### src/rtl/imem_port_arbiter.sv
// Two-port arbiter in front of a single-port instruction memory.
// The loader has priority; a starve counter bounds how long fetch can be denied.
module imem_port_arbiter #(
    parameter int ADDR_BITS    = 12,
    parameter int STARVE_LIMIT = 4
) (
    input  logic                 i_clock,
    input  logic                 i_reset,
    input  logic                 i_f_req,
    input  logic [31:0]          i_f_addr,
    output logic                 o_f_gnt,
    output logic                 o_f_rvalid,
    output logic [31:0]          o_f_rdata,
    input  logic                 i_l_req,
    input  logic                 i_l_we,
    input  logic [31:0]          i_l_addr,
    input  logic [31:0]          i_l_wdata,
    output logic                 o_l_gnt,
    output logic                 o_l_rvalid,
    output logic [31:0]          o_l_rdata,
    output logic                 o_m_en,
    output logic                 o_m_we,
    output logic [ADDR_BITS-3:0] o_m_addr,
    output logic [31:0]          o_m_wdata,
    input  logic [31:0]          i_m_rdata
);

    typedef enum logic {
        ST_NORMAL,
        ST_FORCE
    } state_t;

    localparam logic [3:0] LIMIT = 4'(STARVE_LIMIT);

    state_t      r_state;
    state_t      w_state_nxt;
    logic [3:0]  r_starve;
    logic [3:0]  w_starve_nxt;
    logic        r_pend;
    logic        r_owner;
    logic        w_f_gnt;
    logic        w_l_gnt;
    logic [31:0] w_addr;

    always_comb begin
        w_f_gnt      = 1'b0;
        w_l_gnt      = 1'b0;
        w_state_nxt  = r_state;
        w_starve_nxt = r_starve;
        if (i_reset) begin
            w_state_nxt  = ST_NORMAL;
            w_starve_nxt = 4'd0;
        end else begin
            unique case (r_state)
                ST_FORCE: begin
                    w_f_gnt = i_f_req;
                    w_l_gnt = i_l_req & ~i_f_req;
                end
                default: begin
                    w_l_gnt = i_l_req;
                    w_f_gnt = i_f_req & ~i_l_req;
                end
            endcase
            if (i_f_req && !w_f_gnt) begin
                w_starve_nxt = (r_starve >= LIMIT) ? LIMIT : r_starve + 4'd1;
            end else begin
                w_starve_nxt = 4'd0;
            end
            // Fetch is forced on the very cycle after the limit is hit.
            w_state_nxt = (w_starve_nxt == LIMIT) ? ST_FORCE : ST_NORMAL;
        end
    end

    always_ff @(posedge i_clock) begin
        if (i_reset) begin
            r_state  <= ST_NORMAL;
            r_starve <= 4'd0;
            r_pend   <= 1'b0;
            r_owner  <= 1'b0;
        end else begin
            r_state  <= w_state_nxt;
            r_starve <= w_starve_nxt;
            r_pend   <= w_f_gnt | (w_l_gnt & ~i_l_we);
            r_owner  <= w_l_gnt;
        end
    end

    assign w_addr     = w_l_gnt ? i_l_addr : i_f_addr;

    assign o_f_gnt    = w_f_gnt;
    assign o_l_gnt    = w_l_gnt;
    assign o_m_en     = w_f_gnt | w_l_gnt;
    assign o_m_we     = w_l_gnt & i_l_we;
    assign o_m_addr   = w_addr[ADDR_BITS-1:2];
    assign o_m_wdata  = i_l_wdata;

    // Gating with reset drops a response whose read preceded reset.
    assign o_f_rvalid = r_pend & ~r_owner & ~i_reset;
    assign o_l_rvalid = r_pend & r_owner & ~i_reset;
    assign o_f_rdata  = i_m_rdata;
    assign o_l_rdata  = i_m_rdata;

endmodule

### config.mk
export PLATFORM = sky130hd
export DESIGN_NAME = imem_port_arbiter
export DESIGN_NICKNAME = d
export VERILOG_FILES = /design/src/rtl/imem_port_arbiter.sv
export SDC_FILE = /design/constraint.sdc
export NUM_CORES = 1
export LEC_CHECK = 0
export CAP_MARGIN = 20
export CELL_PAD_IN_SITES_DETAIL_PLACEMENT = 2
export CELL_PAD_IN_SITES_GLOBAL_PLACEMENT = 2
export CORE_AREA = 5 5 115 117
export DETAILED_ROUTE_END_ITERATION = 10
export DIE_AREA = 0 0 120 122
export PLACE_DENSITY_LB_ADDON = 0.1
export SYNTH_ARGS = -nofsm -noshare
export SYNTH_HDL_FRONTEND = slang
export SYNTH_SLANG_ARGS = --single-unit
### constraint.sdc
create_clock -name i_clock -period 2.3 [get_ports i_clock]
set_input_delay 0.46 -clock i_clock [delete_from_list [all_inputs] [get_ports i_clock]]
set_output_delay 0.46 -clock i_clock [all_outputs]
set_load 0.03 [all_outputs]
### Word level (Yosys, flattened, before mapping)

Index checks and enable logic that the tools add are counted.

| cells by class | value |
|---|---|
| magnitude comparators | 1 |
| equality and inequality tests | 1 |
| reduce and logical (&&, ||, !) cells | 2 |
| $add $sub $neg | 1 |
| bitwise gates (word level) | 15 |
| multiplexer cells | 10 |

Operator list:

| kind | count |
|---|---|
| 12-bit two-way mux | 1 |
| 4-bit two-way mux | 3 |
| 1-bit AND | 8 |
| 1-bit two-way mux | 6 |
| 1-bit inverter | 5 |
| 4-bit by 1-bit adder with 4-bit output, second input constant | 1 |
| 4-bit by 3-bit equality test with 1-bit output, second input constant | 1 |
| 4-bit by 3-bit >= comparator with 1-bit output, second input constant | 1 |
| 1-bit bitwise OR | 2 |
| 1-bit logical AND | 1 |
| 1-bit logical NOT | 1 |

| word-level totals | value |
|---|---|
| input port bits | 133 |
| output and inout bits | 112 |
| register bits | 7 |
| logic and storage cells | 34 |

### Logic depth before layout (Yosys ltp)

| depth | value |
|---|---|
| depth after elaboration | 10 |
| depth in mapped cells | 4 |
| gate-level depth less buffers | 3 |

### Least setup slack after synthesis

No wires, ideal clock.

| timing | value |
|---|---|
| kind | input to output |
| from | in i_l_req |
| to | out o_m_addr[0] |
| slack | 503 ps |
| data required time | 1,840 ps |
| arrival | 1,337 ps |
| stages | 4 |
| buffers on the path | 1 |
| path through | inv_2 a211oi_4 buf_6 mux2_4 |

| on the way | value |
|---|---|
| word-level cells in the longest chain between the ends | 4 |

RTL lines:

| item | line | RTL |
|---|---|---|
| start, declared | 14 | `input logic i_l_req,` |
| 1-bit AND | 57 | `w_l_gnt = i_l_req & ~i_f_req;` |
| 1-bit two-way mux * | 54 | `unique case (r_state)` |
| 1-bit two-way mux * | 50 | `if (i_reset) begin` |
| net o_l_gnt | 18 | `output logic o_l_gnt,` |
| 12-bit two-way mux * | 88 | `assign w_addr = w_l_gnt ? i_l_addr : i_f_addr;` |
| end, declared | 23 | `output logic [ADDR_BITS-3:0] o_m_addr,` |

The timed path passes the listed nets; every way through them passes the cells marked *.

### Final worst setup path

| timing | value |
|---|---|
| from | in i_reset |
| to | out o_m_addr[0] |

| on the way | value |
|---|---|
| word-level cells in the longest chain between the ends | 2 |

RTL lines:

| item | line | RTL |
|---|---|---|
| start, declared | 8 | `input logic i_reset,` |
| 1-bit two-way mux | 50 |  |
| 12-bit two-way mux | 88 |  |

Every way passes these cells.

==> impl_metrics.prom <==
# TYPE chip_impl_metric gauge
chip_impl_metric{name="core_area",unit="sq um"} 12300
chip_impl_metric{name="finalMaxSlewViolations",unit=""} 0
chip_impl_metric{name="power_leakage",unit="nW"} 0.477
chip_impl_info{name="r2r_start",value="r_state"} 1
chip_impl_metric{name="die_area",unit="sq um"} 14600
chip_impl_metric{name="comb_power_share",unit="%"} 29.3
chip_impl_metric{name="worst-endpoint-required",unit="ps"} 1840
chip_impl_metric{name="cts_inserted_buffers",unit=""} 3
chip_impl_metric{name="wl_per_cell",unit="um"} 12.2
chip_impl_metric{name="postSynthRegisterBits",unit=""} 7
chip_impl_metric{name="port_buffers",unit=""} 40
chip_impl_info{name="cts_tree",value="yes"} 1
chip_impl_metric{name="path_clk_slew",unit="ps"} 40
chip_impl_metric{name="finalCriticalPeriod",unit="ps"} 2240
chip_impl_metric{name="synth_top_area_share",unit="%"} 61.3
chip_impl_metric{name="grt_pass1_vias",unit=""} 688
chip_impl_metric{name="grt_antenna_before_repair",unit=""} 0
chip_impl_metric{name="drt_first_pass_iters",unit=""} 2
chip_impl_metric{name="detail_route.vias_per_cell",unit=""} 2.42
chip_impl_metric{name="finalWirelength",unit="um"} 2960
chip_impl_metric{name="report.final.hold_viol_count",unit=""} 0
chip_impl_metric{name="setup_slack",unit="ps"} 60.8
chip_impl_metric{name="ant_nets",unit=""} 0
chip_impl_metric{name="drtIter0Drc",unit=""} 9
chip_impl_metric{name="timing.max_cap.violations",unit=""} 0
chip_impl_metric{name="ctsHoldBuffers",unit=""} 0
chip_impl_metric{name="drc",unit=""} 0
chip_impl_metric{name="layout.nets",unit=""} 228
chip_impl_metric{name="chipWidth",unit="um"} 120
chip_impl_metric{name="cell_row_count",unit=""} 41
chip_impl_metric{name="hpwlAfterDp",unit="um"} 2530
chip_impl_metric{name="fin_crit_sh",unit="%"} 97.4
chip_impl_metric{name="dp_slack",unit="ps"} -545
chip_impl_metric{name="cts.htree.levels",unit=""} 1
chip_impl_metric{name="final_area",unit="sq um"} 1180
chip_impl_metric{name="place.gp.congestion",unit=""} 0.737
chip_impl_info{name="netlist.top_cell.by_area",value="sky130_fd_sc_hd__buf_4"} 1
chip_impl_metric{name="synth_enable_flop_cells",unit=""} 0
chip_impl_metric{name="grt_first_pass_wirelength",unit="um"} 4130
chip_impl_metric{name="pin_count",unit=""} 245
chip_impl_metric{name="grt-ovfl-total",unit=""} 0
chip_impl_metric{name="switching_power_total",unit="uW"} 144
chip_impl_info{name="cts_root_buffer",value="sky130_fd_sc_hd__clkbuf_16"} 1
chip_impl_metric{name="grt_start_max_net_pins",unit=""} 7
chip_impl_metric{name="synth_fp_nets",unit=""} 271
chip_impl_metric{name="yosys.cell_types.count",unit=""} 24
chip_impl_info{name="min-delay-start",value="r_starve[0]"} 1
chip_impl_metric{name="synthesis.instances",unit=""} 137
chip_impl_metric{name="placed_standard_cell_area",unit="sq um"} 1090
chip_impl_info{name="hold_path.class",value="flip-flop to flip-flop"} 1
chip_impl_info{name="rsz0062_at_grt",value="no"} 1
chip_impl_metric{name="setup_viol",unit=""} 0
chip_impl_metric{name="synthesis.area",unit="sq um"} 1180
chip_impl_metric{name="postSynth.asyncResetShare",unit="%"} 0
chip_impl_metric{name="power.density_cell_area",unit="nW/um^2"} 506
chip_impl_metric{name="switching_share",unit="%"} 24.1
chip_impl_info{name="crit_type",value="input pin to primary output"} 1
chip_impl_metric{name="maxClockFrequency",unit="MHz"} 447
chip_impl_metric{name="dr_total_vias",unit=""} 587
chip_impl_metric{name="fraction_of_final_layout_cells_with_drive_strength_greater_than_1",unit="%"} 45.2
chip_impl_metric{name="area_delta_synth_final",unit="%"} 0.532
chip_impl_info{name="setup.worst_path.start_class",value="input pin"} 1
chip_impl_info{name="worst_setup_path_end_kind",value="primary output"} 1
chip_impl_info{name="postSynth.topFlopCell",value="sky130_fd_sc_hd__dfxtp_1"} 1
chip_impl_metric{name="finalClockSkew",unit="ps"} 0.426
chip_impl_metric{name="source_to_sink_clock_delay_at_the_later_pin_of_the_worst_skew_pair",unit="ps"} 230
chip_impl_metric{name="critPathMaxFanout",unit=""} 6
chip_impl_metric{name="synth_seq_area_share",unit="%"} 11.9
chip_impl_info{name="outcome",value="complete, no violations"} 1
chip_impl_metric{name="synthesis.yosys.warnings",unit=""} 0
chip_impl_metric{name="n_antenna_cell",unit=""} 0
chip_impl_metric{name="maximum_ir_drop_on_the_vdd_rail",unit="mV"} 0.185
chip_impl_metric{name="synth_area_per_cell",unit="sq um"} 8.58
chip_impl_info{name="source_of_the_critical_timing_path",value="i_reset"} 1
chip_impl_info{name="yosys-top-cells-area",value="sky130_fd_sc_hd__buf_4, sky130_fd_sc_hd__dfxtp_1, sky130_fd_sc_hd__mux2_4"} 1
chip_impl_metric{name="clockBufferDepth",unit=""} 2
chip_impl_metric{name="die-height",unit="um"} 122
chip_impl_metric{name="timing.critical_path.arrival",unit="ps"} 1780
chip_impl_metric{name="p_clk_share",unit="%"} 49.0
chip_impl_info{name="synthMostInstantiatedCell",value="sky130_fd_sc_hd__buf_4"} 1
chip_impl_metric{name="cellInternalPower",unit="uW"} 454
chip_impl_metric{name="reg_power_share",unit="%"} 21.7
chip_impl_metric{name="initial_core_util",unit="%"} 9.59
chip_impl_metric{name="clock-sinks",unit=""} 7
chip_impl_metric{name="groute.usage.overall",unit="%"} 3.64
chip_impl_info{name="yosys-top-cells-count",value="sky130_fd_sc_hd__buf_4, sky130_fd_sc_hd__mux2_4, sky130_fd_sc_hd__dfxtp_1"} 1
[per-stage QoR]
step	power [mW]	setup TNS [ps]	util, %	hold WS (ps)	std cells
2_1_floorplan	0.524	0	-	417	137
3_3_place_gp	0.314	-4420	8.89	432	237
3_5_place_dp	0.312	-4600	8.89	450	237
4_1_cts	0.614	0	9.64	463	243
5_1_grt	0.629	0	9.64	507	243
6_report	0.599	0	9.64	458	243
[cell families after synthesis]
group | count (synthesis) | synth area share (%)
AND/OR/NAND/NOR | 12 | 6.28
multiplexers | 10 | 12.1
adder cells (fa/ha/maj) | 1 | 1.06
flip-flops | 7 | 11.9
other | 1 | 0.319
buffers and inverters | 99 | 62.9
AO/OA/AOI/OAI | 7 | 5.43
[area by class of cell]
class	instances	area (sq um)
Inverter	2	7.51
Clock buffer	4	78.8
Fill cell	1419	11100
Timing Repair Buffer	49	472
Multi-Input combinational cell	31	297
Sequential cell	7	140
Tap cell	150	188
[registers in the layout (all words and copies together) (netlist names)]
register,count
r_owner,1
r_pend,1
r_state,1
r_starve,4
[worst max-delay path: stages]
cell,delay (ps)
sky130_fd_sc_hd__dlygate4sd2_1,270
sky130_fd_sc_hd__a211oi_4,300
sky130_fd_sc_hd__buf_12,170
sky130_fd_sc_hd__mux2_4,290
sky130_fd_sc_hd__clkdlybuf4s15_2,290
[worst paths after layout]
path / slack, ps / to / cells after the start
worst min-delay path: 460 / r_starve[0] / 1
worst max-delay path: 60 / o_m_addr[0] / 5
worst max register to register: 1210 / r_state / 3
worst min register to register: 460 / r_starve[0] / 1
[cell usage in the layout, fill, tap and decap left out, types with 2 or more instances in the layout]
| master | instances |
|---|---|
| sky130_fd_sc_hd__buf_4 | 13 |
| sky130_fd_sc_hd__and3_1 | 2 |
| sky130_fd_sc_hd__buf_12 | 2 |
| sky130_fd_sc_hd__nor2_1 | 4 |
| sky130_fd_sc_hd__buf_2 | 5 |
| sky130_fd_sc_hd__mux2_4 | 8 |
| sky130_fd_sc_hd__dlygate4sd2_1 | 3 |
| sky130_fd_sc_hd__mux2_2 | 2 |
| sky130_fd_sc_hd__clkdlybuf4s15_2 | 3 |
| sky130_fd_sc_hd__clkdlybuf4s50_1 | 21 |
| sky130_fd_sc_hd__clkbuf_16 | 3 |
| sky130_fd_sc_hd__dfxtp_1 | 7 |
[power groups by stage]
stage                     clock (mW)  sequential (mW)  combinational, mW
after global routing           0.313            0.130              0.186
final                          0.293            0.130              0.175
after detailed placement           0            0.132              0.180
after global placement             0            0.132              0.182
after CTS                      0.304            0.130              0.179
after floorplan                    0            0.131              0.393
[metal layers]
metal  share of wire [%]  track usage (%)  routed length, um  vias to the layer above
met5                   0                0                  0                        -
met4                 5.4             2.51                161                        0
met3                  16             2.23                476                       35
met2                  47             6.25               1380                       59
met1                  32             3.16                941                      244
li1                    -                -                  -                      249
[what timing repair did]
| action | CTS | global route |
|---|---|---|
| gates resized for setup | 39 | 0 |
| setup buffers | 1 | 0 |
| setup endpoints to repair | 10 | 0 |
| hold endpoints to repair | 0 | 0 |
Note: power is estimated with default switching activity, not from simulation.
